<file path="src/rtl/ifu_fetch_pair_pkg.sv">
// Shared definitions for the dual-issue fetch stage: branch opcodes,
// instruction package bit positions, reset PC default and FSM encoding.
package ifu_fetch_pair_pkg;

  localparam logic [31:0] RESET_PC_DEFAULT = 32'h1c000000;
  localparam int          PKG_W_DEFAULT    = 128;

  // Branch-class major opcodes (inst[31:26])
  localparam logic [5:0] OP_JIRL = 6'h13;
  localparam logic [5:0] OP_B    = 6'h14;
  localparam logic [5:0] OP_BL   = 6'h15;
  localparam logic [5:0] OP_BEQ  = 6'h16;
  localparam logic [5:0] OP_BNE  = 6'h17;

  // Instruction package layout
  localparam int PKG_PC_LSB    = 96;
  localparam int PKG_INST1_LSB = 64;
  localparam int PKG_INST2_LSB = 32;
  localparam int PKG_V1_BIT    = 31;
  localparam int PKG_V2_BIT    = 30;
  localparam int PKG_BR1_BIT   = 29;
  localparam int PKG_PT1_BIT   = 28;
  localparam int PKG_BR2_BIT   = 27;
  localparam int PKG_PT2_BIT   = 26;

  typedef enum logic [1:0] {
    ST_REQ,
    ST_WAIT,
    ST_HOLD,
    ST_DROP
  } fetch_state_e;

endpackage

</file>
<file path="src/rtl/ifu_predecode.sv">
// Static branch predecode for one instruction slot: classifies the opcode,
// predicts direction (unconditional taken, conditional backward taken) and
// computes the PC-relative target.
module ifu_predecode
  import ifu_fetch_pair_pkg::*;
(
  input  logic [31:0] inst,
  input  logic [31:0] spc,
  output logic        br,
  output logic        pt,
  output logic [31:0] target
);

  logic [5:0]  opcode;
  logic [31:0] offs_b;
  logic [31:0] offs_cond;

  assign opcode    = inst[31:26];
  // b/bl carry a 26-bit offset split as {inst[9:0], inst[25:10]}
  assign offs_b    = {{4{inst[9]}}, inst[9:0], inst[25:10], 2'b00};
  assign offs_cond = {{14{inst[25]}}, inst[25:10], 2'b00};

  // Classify the slot and pick the predicted target
  always_comb begin
    br     = 1'b0;
    pt     = 1'b0;
    target = spc + 32'd4;
    case (opcode)
      OP_JIRL: br = 1'b1;
      OP_B, OP_BL: begin
        br     = 1'b1;
        pt     = 1'b1;
        target = spc + offs_b;
      end
      OP_BEQ, OP_BNE: begin
        br     = 1'b1;
        pt     = inst[25];
        target = spc + offs_cond;
      end
      default: ;
    endcase
  end

endmodule

</file>
<file path="src/rtl/ifu_fetch_pair.sv">
// Dual-issue fetch stage: single-outstanding request/response fetch of an
// aligned 64-bit pair, static branch prediction and a registered
// instruction package held until the decode stage consumes it.
module ifu_fetch_pair
  import ifu_fetch_pair_pkg::*;
#(
  parameter logic [31:0] RESET_PC = RESET_PC_DEFAULT,
  parameter int          PKG_W    = PKG_W_DEFAULT
) (
  input  logic             clk,
  input  logic             rst,
  output logic             inst_req_o,
  output logic [31:0]      inst_addr_o,
  input  logic             inst_addr_ok_i,
  input  logic             inst_data_ok_i,
  input  logic [63:0]      inst_rdata_i,
  input  logic             stall_i,
  input  logic             redirect_valid_i,
  input  logic [31:0]      redirect_pc_i,
  output logic [PKG_W-1:0] inst_package_o,
  output logic             package_valid_o
);

  fetch_state_e     state_reg;
  logic [31:0]      pc_reg;
  logic             req_reg;
  logic [PKG_W-1:0] pkg_reg;
  logic             valid_reg;

  logic [31:0] slot_inst [2];
  logic [31:0] slot_pc   [2];
  logic [31:0] slot_tgt  [2];
  logic [1:0]  slot_br;
  logic [1:0]  slot_pt;

  logic             v2_next;
  logic             br2_next;
  logic             pt2_next;
  logic [31:0]      pc_seq;
  logic [31:0]      next_pc;
  logic [PKG_W-1:0] pkg_next;

  // An odd-word PC uses only the upper half of the pair
  assign slot_inst[0] = pc_reg[2] ? inst_rdata_i[63:32] : inst_rdata_i[31:0];
  assign slot_inst[1] = pc_reg[2] ? 32'h0 : inst_rdata_i[63:32];
  assign slot_pc[0]   = pc_reg;
  assign slot_pc[1]   = {pc_reg[31:3], 3'b100};

  genvar gi;
  generate
    for (gi = 0; gi < 2; gi++) begin : g_predecode
      ifu_predecode u_predecode (
        .inst   (slot_inst[gi]),
        .spc    (slot_pc[gi]),
        .br     (slot_br[gi]),
        .pt     (slot_pt[gi]),
        .target (slot_tgt[gi])
      );
    end
  endgenerate

  // A predicted-taken slot1 squashes slot2 entirely
  assign v2_next  = ~pc_reg[2] & ~slot_pt[0];
  assign br2_next = v2_next & slot_br[1];
  assign pt2_next = v2_next & slot_pt[1];
  assign pc_seq   = {pc_reg[31:3], 3'b000} + 32'd8;

  // Predicted next fetch PC
  always_comb begin
    next_pc = pc_seq;
    if (slot_pt[0]) begin
      next_pc = slot_tgt[0];
    end else if (pt2_next) begin
      next_pc = slot_tgt[1];
    end
  end

  // Assemble the package for the pair currently on the response bus
  always_comb begin
    pkg_next                        = '0;
    pkg_next[PKG_PC_LSB +: 32]      = pc_reg;
    pkg_next[PKG_INST1_LSB +: 32]   = slot_inst[0];
    pkg_next[PKG_INST2_LSB +: 32]   = slot_inst[1];
    pkg_next[PKG_V1_BIT]            = 1'b1;
    pkg_next[PKG_V2_BIT]            = v2_next;
    pkg_next[PKG_BR1_BIT]           = slot_br[0];
    pkg_next[PKG_PT1_BIT]           = slot_pt[0];
    pkg_next[PKG_BR2_BIT]           = br2_next;
    pkg_next[PKG_PT2_BIT]           = pt2_next;
  end

  // Fetch FSM with registered request and package outputs; redirect wins
  always_ff @(posedge clk or posedge rst) begin
    if (rst) begin
      state_reg <= ST_REQ;
      pc_reg    <= RESET_PC;
      req_reg   <= 1'b0;
      pkg_reg   <= '0;
      valid_reg <= 1'b0;
    end else if (redirect_valid_i) begin
      pc_reg    <= redirect_pc_i;
      valid_reg <= 1'b0;
      pkg_reg   <= '0;
      case (state_reg)
        ST_REQ: begin
          // A request accepted this cycle still owes us a response
          if (req_reg && inst_addr_ok_i) begin
            state_reg <= ST_DROP;
            req_reg   <= 1'b0;
          end else begin
            state_reg <= ST_REQ;
            req_reg   <= 1'b1;
          end
        end
        ST_WAIT, ST_DROP: begin
          if (inst_data_ok_i) begin
            state_reg <= ST_REQ;
            req_reg   <= 1'b1;
          end else begin
            state_reg <= ST_DROP;
            req_reg   <= 1'b0;
          end
        end
        default: begin
          state_reg <= ST_REQ;
          req_reg   <= 1'b1;
        end
      endcase
    end else begin
      case (state_reg)
        ST_REQ: begin
          req_reg <= 1'b1;
          if (req_reg && inst_addr_ok_i) begin
            state_reg <= ST_WAIT;
            req_reg   <= 1'b0;
          end
        end
        ST_WAIT: begin
          if (inst_data_ok_i) begin
            pkg_reg   <= pkg_next;
            valid_reg <= 1'b1;
            pc_reg    <= next_pc;
            state_reg <= ST_HOLD;
          end
        end
        ST_HOLD: begin
          if (!stall_i) begin
            valid_reg <= 1'b0;
            state_reg <= ST_REQ;
            req_reg   <= 1'b1;
          end
        end
        ST_DROP: begin
          if (inst_data_ok_i) begin
            state_reg <= ST_REQ;
            req_reg   <= 1'b1;
          end
        end
        default: begin
          state_reg <= ST_REQ;
          req_reg   <= 1'b0;
        end
      endcase
    end
  end

  assign inst_req_o      = req_reg;
  assign inst_addr_o     = {pc_reg[31:3], 3'b000};
  assign inst_package_o  = pkg_reg;
  assign package_valid_o = valid_reg;

endmodule
</file>
<file path="config.mk">
export PLATFORM = sky130hd
export DESIGN_NAME = ifu_fetch_pair
export DESIGN_NICKNAME = d
export VERILOG_FILES = /design/src/rtl/ifu_fetch_pair_pkg.sv /design/src/rtl/ifu_predecode.sv /design/src/rtl/ifu_fetch_pair.sv
export SDC_FILE = /design/constraint.sdc
export NUM_CORES = 1
export LEC_CHECK = 0
export ABC_AREA = 1
export BUFFER_PORTS_ARGS = -buffer_cell sky130_fd_sc_hd__buf_2
export CORE_MARGIN = 5
export CORE_UTILIZATION = 30
export DETAILED_ROUTE_END_ITERATION = 8
export GPL_ROUTABILITY_DRIVEN = 0
export PLACE_DENSITY = 0.61
export SLEW_MARGIN = 20
export SYNTH_ARGS = -nofsm -noshare
export SYNTH_HDL_FRONTEND = slang
export SYNTH_SLANG_ARGS = --single-unit
</file>
<file path="constraint.sdc">
create_clock -name clk -period 10.6 [get_ports clk]
set_input_delay 1.59 -clock clk [delete_from_list [all_inputs] [get_ports clk]]
set_output_delay 1.59 -clock clk [all_outputs]
set_load 0.1 [all_outputs]
</file>
==> key figures <==
Outcome
  • Status: complete, no violations

Worst setup path
  • WS Path Type: input port to register
  • CP bufs+invs: 5
  • Setup slack, reg-to-reg: 6.09 ns
  • CP required: 10.91 ns
  • FF-to-FF path depth: 24
  • Most used cell, CP: buf_4
  • CP Max Fanout: 63
  • Crit. End Element: register
  • Top Family by Delay on Critical Path: buffers and inverters
  • Critical path arrival: 4.91 ns
  • Cell depth of the worst setup path: 9
  • Slowest stage cell on the critical path: inv_1
  • Type of origin of the critical path: input port
  • CP Cell Sequence: buf_2 -> inv_1 -> nand2_1 -> buf_4 -> inv_4 -> buf_4 -> nor2_1 -> o211ai_1 -> o21ai_0
  • Critical Path Max Stage Delay: 0.86 ns

Cells and area
  • Syn-to-layout area delta: 15.6%
  • Max FFs per register: 102
  • Fin area: 13900 sq um
  • Nets@finish: 2281
  • Ratio of cells with drive above 1 in the final layout: 13.8%
  • ANT cells: 0

Clocking
  • Maximum root-to-sink buffer count: 2
  • CTS tree: yes
  • CTS H-tree lvls: 4
  • Num CTS Buffers: 17
  • CTS resizes: 0
  • Root Driver: clkbuf_16
  • Sink Count: 138
  • Register clock-pin slew on the reported worst setup and hold paths: 0.07 ns
  • Post-CTS Setup Repair Bufs: 0
  • CTS Hold Bufs: 0
  • Worst skew pair latency: 0.44 ns

Detailed routing
  • Avg Vias per Cell: 5.03
  • Routed WL: 49300 um
  • Antenna viol nets, final: 0
  • WL per Instance: 18.6 um
  • DRC: 0
  • Pre-antenna DRT Iters: 8
  • DR iter-0 viols: 1539
  • Via count: 13359

STA
  • Setup_tns: 0 ns
  • Slew at the pin closest to its max-slew limit: 1.02 ns
  • Final hold slack: 0.469 ns
  • Final Hold Vio Count: 0
  • Final setup margin: 6.00 ns
  • Pins Over Slew Limit: 0
  • Min Tclk post-route: 4.60 ns
  • Number of setup violations in the final report: 0
  • Layout Skew: 0.0131 ns
  • RSZ-0062 raised after global routing: false
  • Relative slew slack: 31.9%
  • Fin crit share: 43.4%
  • Fmax: 217 MHz

Logic synthesis
  • Top FF cell, synth: dfrtp_1
  • Share of the synthesized area in the top cell type: 28.0%
  • Avg Cell Area, Syn: 6.21 sq um
  • Yosys warnings: 0
  • FFs w/ async S/R, synth: 100%
  • Post-Synthesis Cells: 1942
  • Area contributors post-synth: dfrtp_1 28%, nand2_1 22%, inv_1 7.9%, o21ai_0 6.4%, ha_1 6.1%
  • Mapped cell area: 12100 sq um
  • Synth unique cells: 44
  • Top cell type by total area after synthesis: dfrtp_1
  • Synth Register Bits: 138
  • EDFF count, synth: 0
  • Sequential share of the synthesized area: 28.6%

Global route
  • Grt ovf: 0
  • Number of global-route vias before repair: 12969
  • Total track usage: 21.6%
  • Pin count of the biggest net entering global routing: 95
  • Wire length of the first global-routing pass: 74400 um
  • Initial antenna violation count: 0

Floorplanning
  • IO Count: 264
  • Die Ht: 211 um
  • Die W: 211 um
  • Initial Util: 30.4%
  • Die Footprint: 44300 sq um
  • Core Region: 39700 sq um
  • Row cnt: 73

Pwr
  • LEAKAGE: 0.00784 uW
  • Overall Power: 3160 uW
  • Peak VDD IR: 0.000115 V
  • Cell Pwr Density: 227 nW/um^2

Placed design
  • Post-placement cell area: 13400 sq um
  • Dpl ws: 5.60 ns
  • Port bufs: 234
  • Final HPWL DP: 39300 um

Flow run
  • Max Cap Viol: 0

Hold path
  • HP Class: register to register
  • Worst Hold Path Cells: 2
report_power, final:
group | internal, uW | switching, uW
combinational | 387 | 1430
clock | 310 | 277
sequential | 614 | 142
total | 1310 | 1850
cell usage after synthesis (3+ instances only):
master and n:
a21o_1 3, a22o_1 17, buf_4 63, inv_2 3, ha_1 59, dfstp_2 3, o21ai_1 6, inv_1 254
nor2_1 170, nor3_1 25, a31oi_1 5, and2_1 3, clkbuf_1 41, nand4_1 17, o21ai_0 154, buf_2 4
xnor2_1 7, o21bai_1 7, nand2_1 694, dfrtp_1 135, nand3_1 122, or2_2 3, xor2_1 22, a32o_1 3
mux2i_1 11, a21oi_1 73, o211ai_1 12, nor2_2 4
per-layer routing:
layer	vias up	global-route usage, %	wire, um
li1	6441	-	-
met1	6132	28.7	20600
met2	668	35.3	22300
met3	118	3.13	4430
met4	0	8.83	2070
met5	-	0	0
worst paths after layout:
| path | to | startpoint |
|---|---|---|
| max | pc_reg[7] | redirect_valid_i |
| min | inst_package_o[31] | inst_package_o[31] |
| max reg2reg | pc_reg[31] | pc_reg[2] |
| min reg2reg | inst_package_o[31] | inst_package_o[31] |
| max in group asynchronous | pc_reg[2] | rst |
| min in group asynchronous | inst_package_o[63] | rst |
per-stage QoR:
stage	instances	util, %
after floorplan	1970	-
after global placement	2624	33.7
after detailed placement	2624	33.7
after CTS	2656	35.1
after global routing	2656	35.1
final	2656	35.1
logic make-up (layout without fill, tap and decap cells):
kind of cell / count (synthesis) / count (layout) / synth area share, %
xor gates and xnor gates: 29 / 29 / 2.10
AOI/OAI and AO/OA: 287 / 287 / 13.3
adders and majority gates: 61 / 61 / 6.45
DFF: 138 / 138 / 28.6
other: 1 / 29 / 0.0311
muxes: 11 / 11 / 0.912
and+or+nand+nor: 1045 / 1045 / 34.9
buffers and inverters: 370 / 531 / 13.6
worst reg2reg max path: stages, from the launching register on:
cell	delay [ns]
dfrtp_2	0.34
buf_4	0.58
inv_2	0.48
nand2_1	0.17
nand2_1	0.08
inv_1	0.09
nor2_2	0.04
nand2_1	0.45
nor2_2	0.11
nand2_1	0.27
nand2_1	0.24
ha_1	0.42
inv_1	0.08
o21ai_0	0.29
nand3_1	0.15
nand2_1	0.09
a21oi_1	0.04
nand2_1	0.07
inv_1	0.03
nand2_1	0.06
inv_1	0.04
nand2_1	0.05
nand3_1	0.06
nand3_1	0.11
nand2_1	0.05
cell usage in the layout (no fill, tap or decap), types with 12 or more instances in the layout:
cell type / synthesis / final
nand2_1: 694 / 694
inv_1: 254 / 252
buf_2: 4 / 234
nor2_1: 170 / 169
o21ai_0: 154 / 154
dfrtp_1: 135 / 134
nand3_1: 122 / 122
a21oi_1: 73 / 73
ha_1: 59 / 59
conb_1: 1 / 29
nor3_1: 25 / 25
xor2_1: 22 / 22
nand4_1: 17 / 17
a22o_1: 17 / 17
clkbuf_16: 0 / 17
o211ai_1: 12 / 12
area by class of cell:
type	count	area, sq um
Inverter	259	980
Clock buffer	18	429
Tap cell	525	657
Fill cell	4324	25800
Sequential cell	138	3460
Timing Repair Buffer	240	1220
Clock inverter	14	133
Multi-Input combinational cell	1462	7070
No activity file was read; power rests on OpenSTA's default activity.
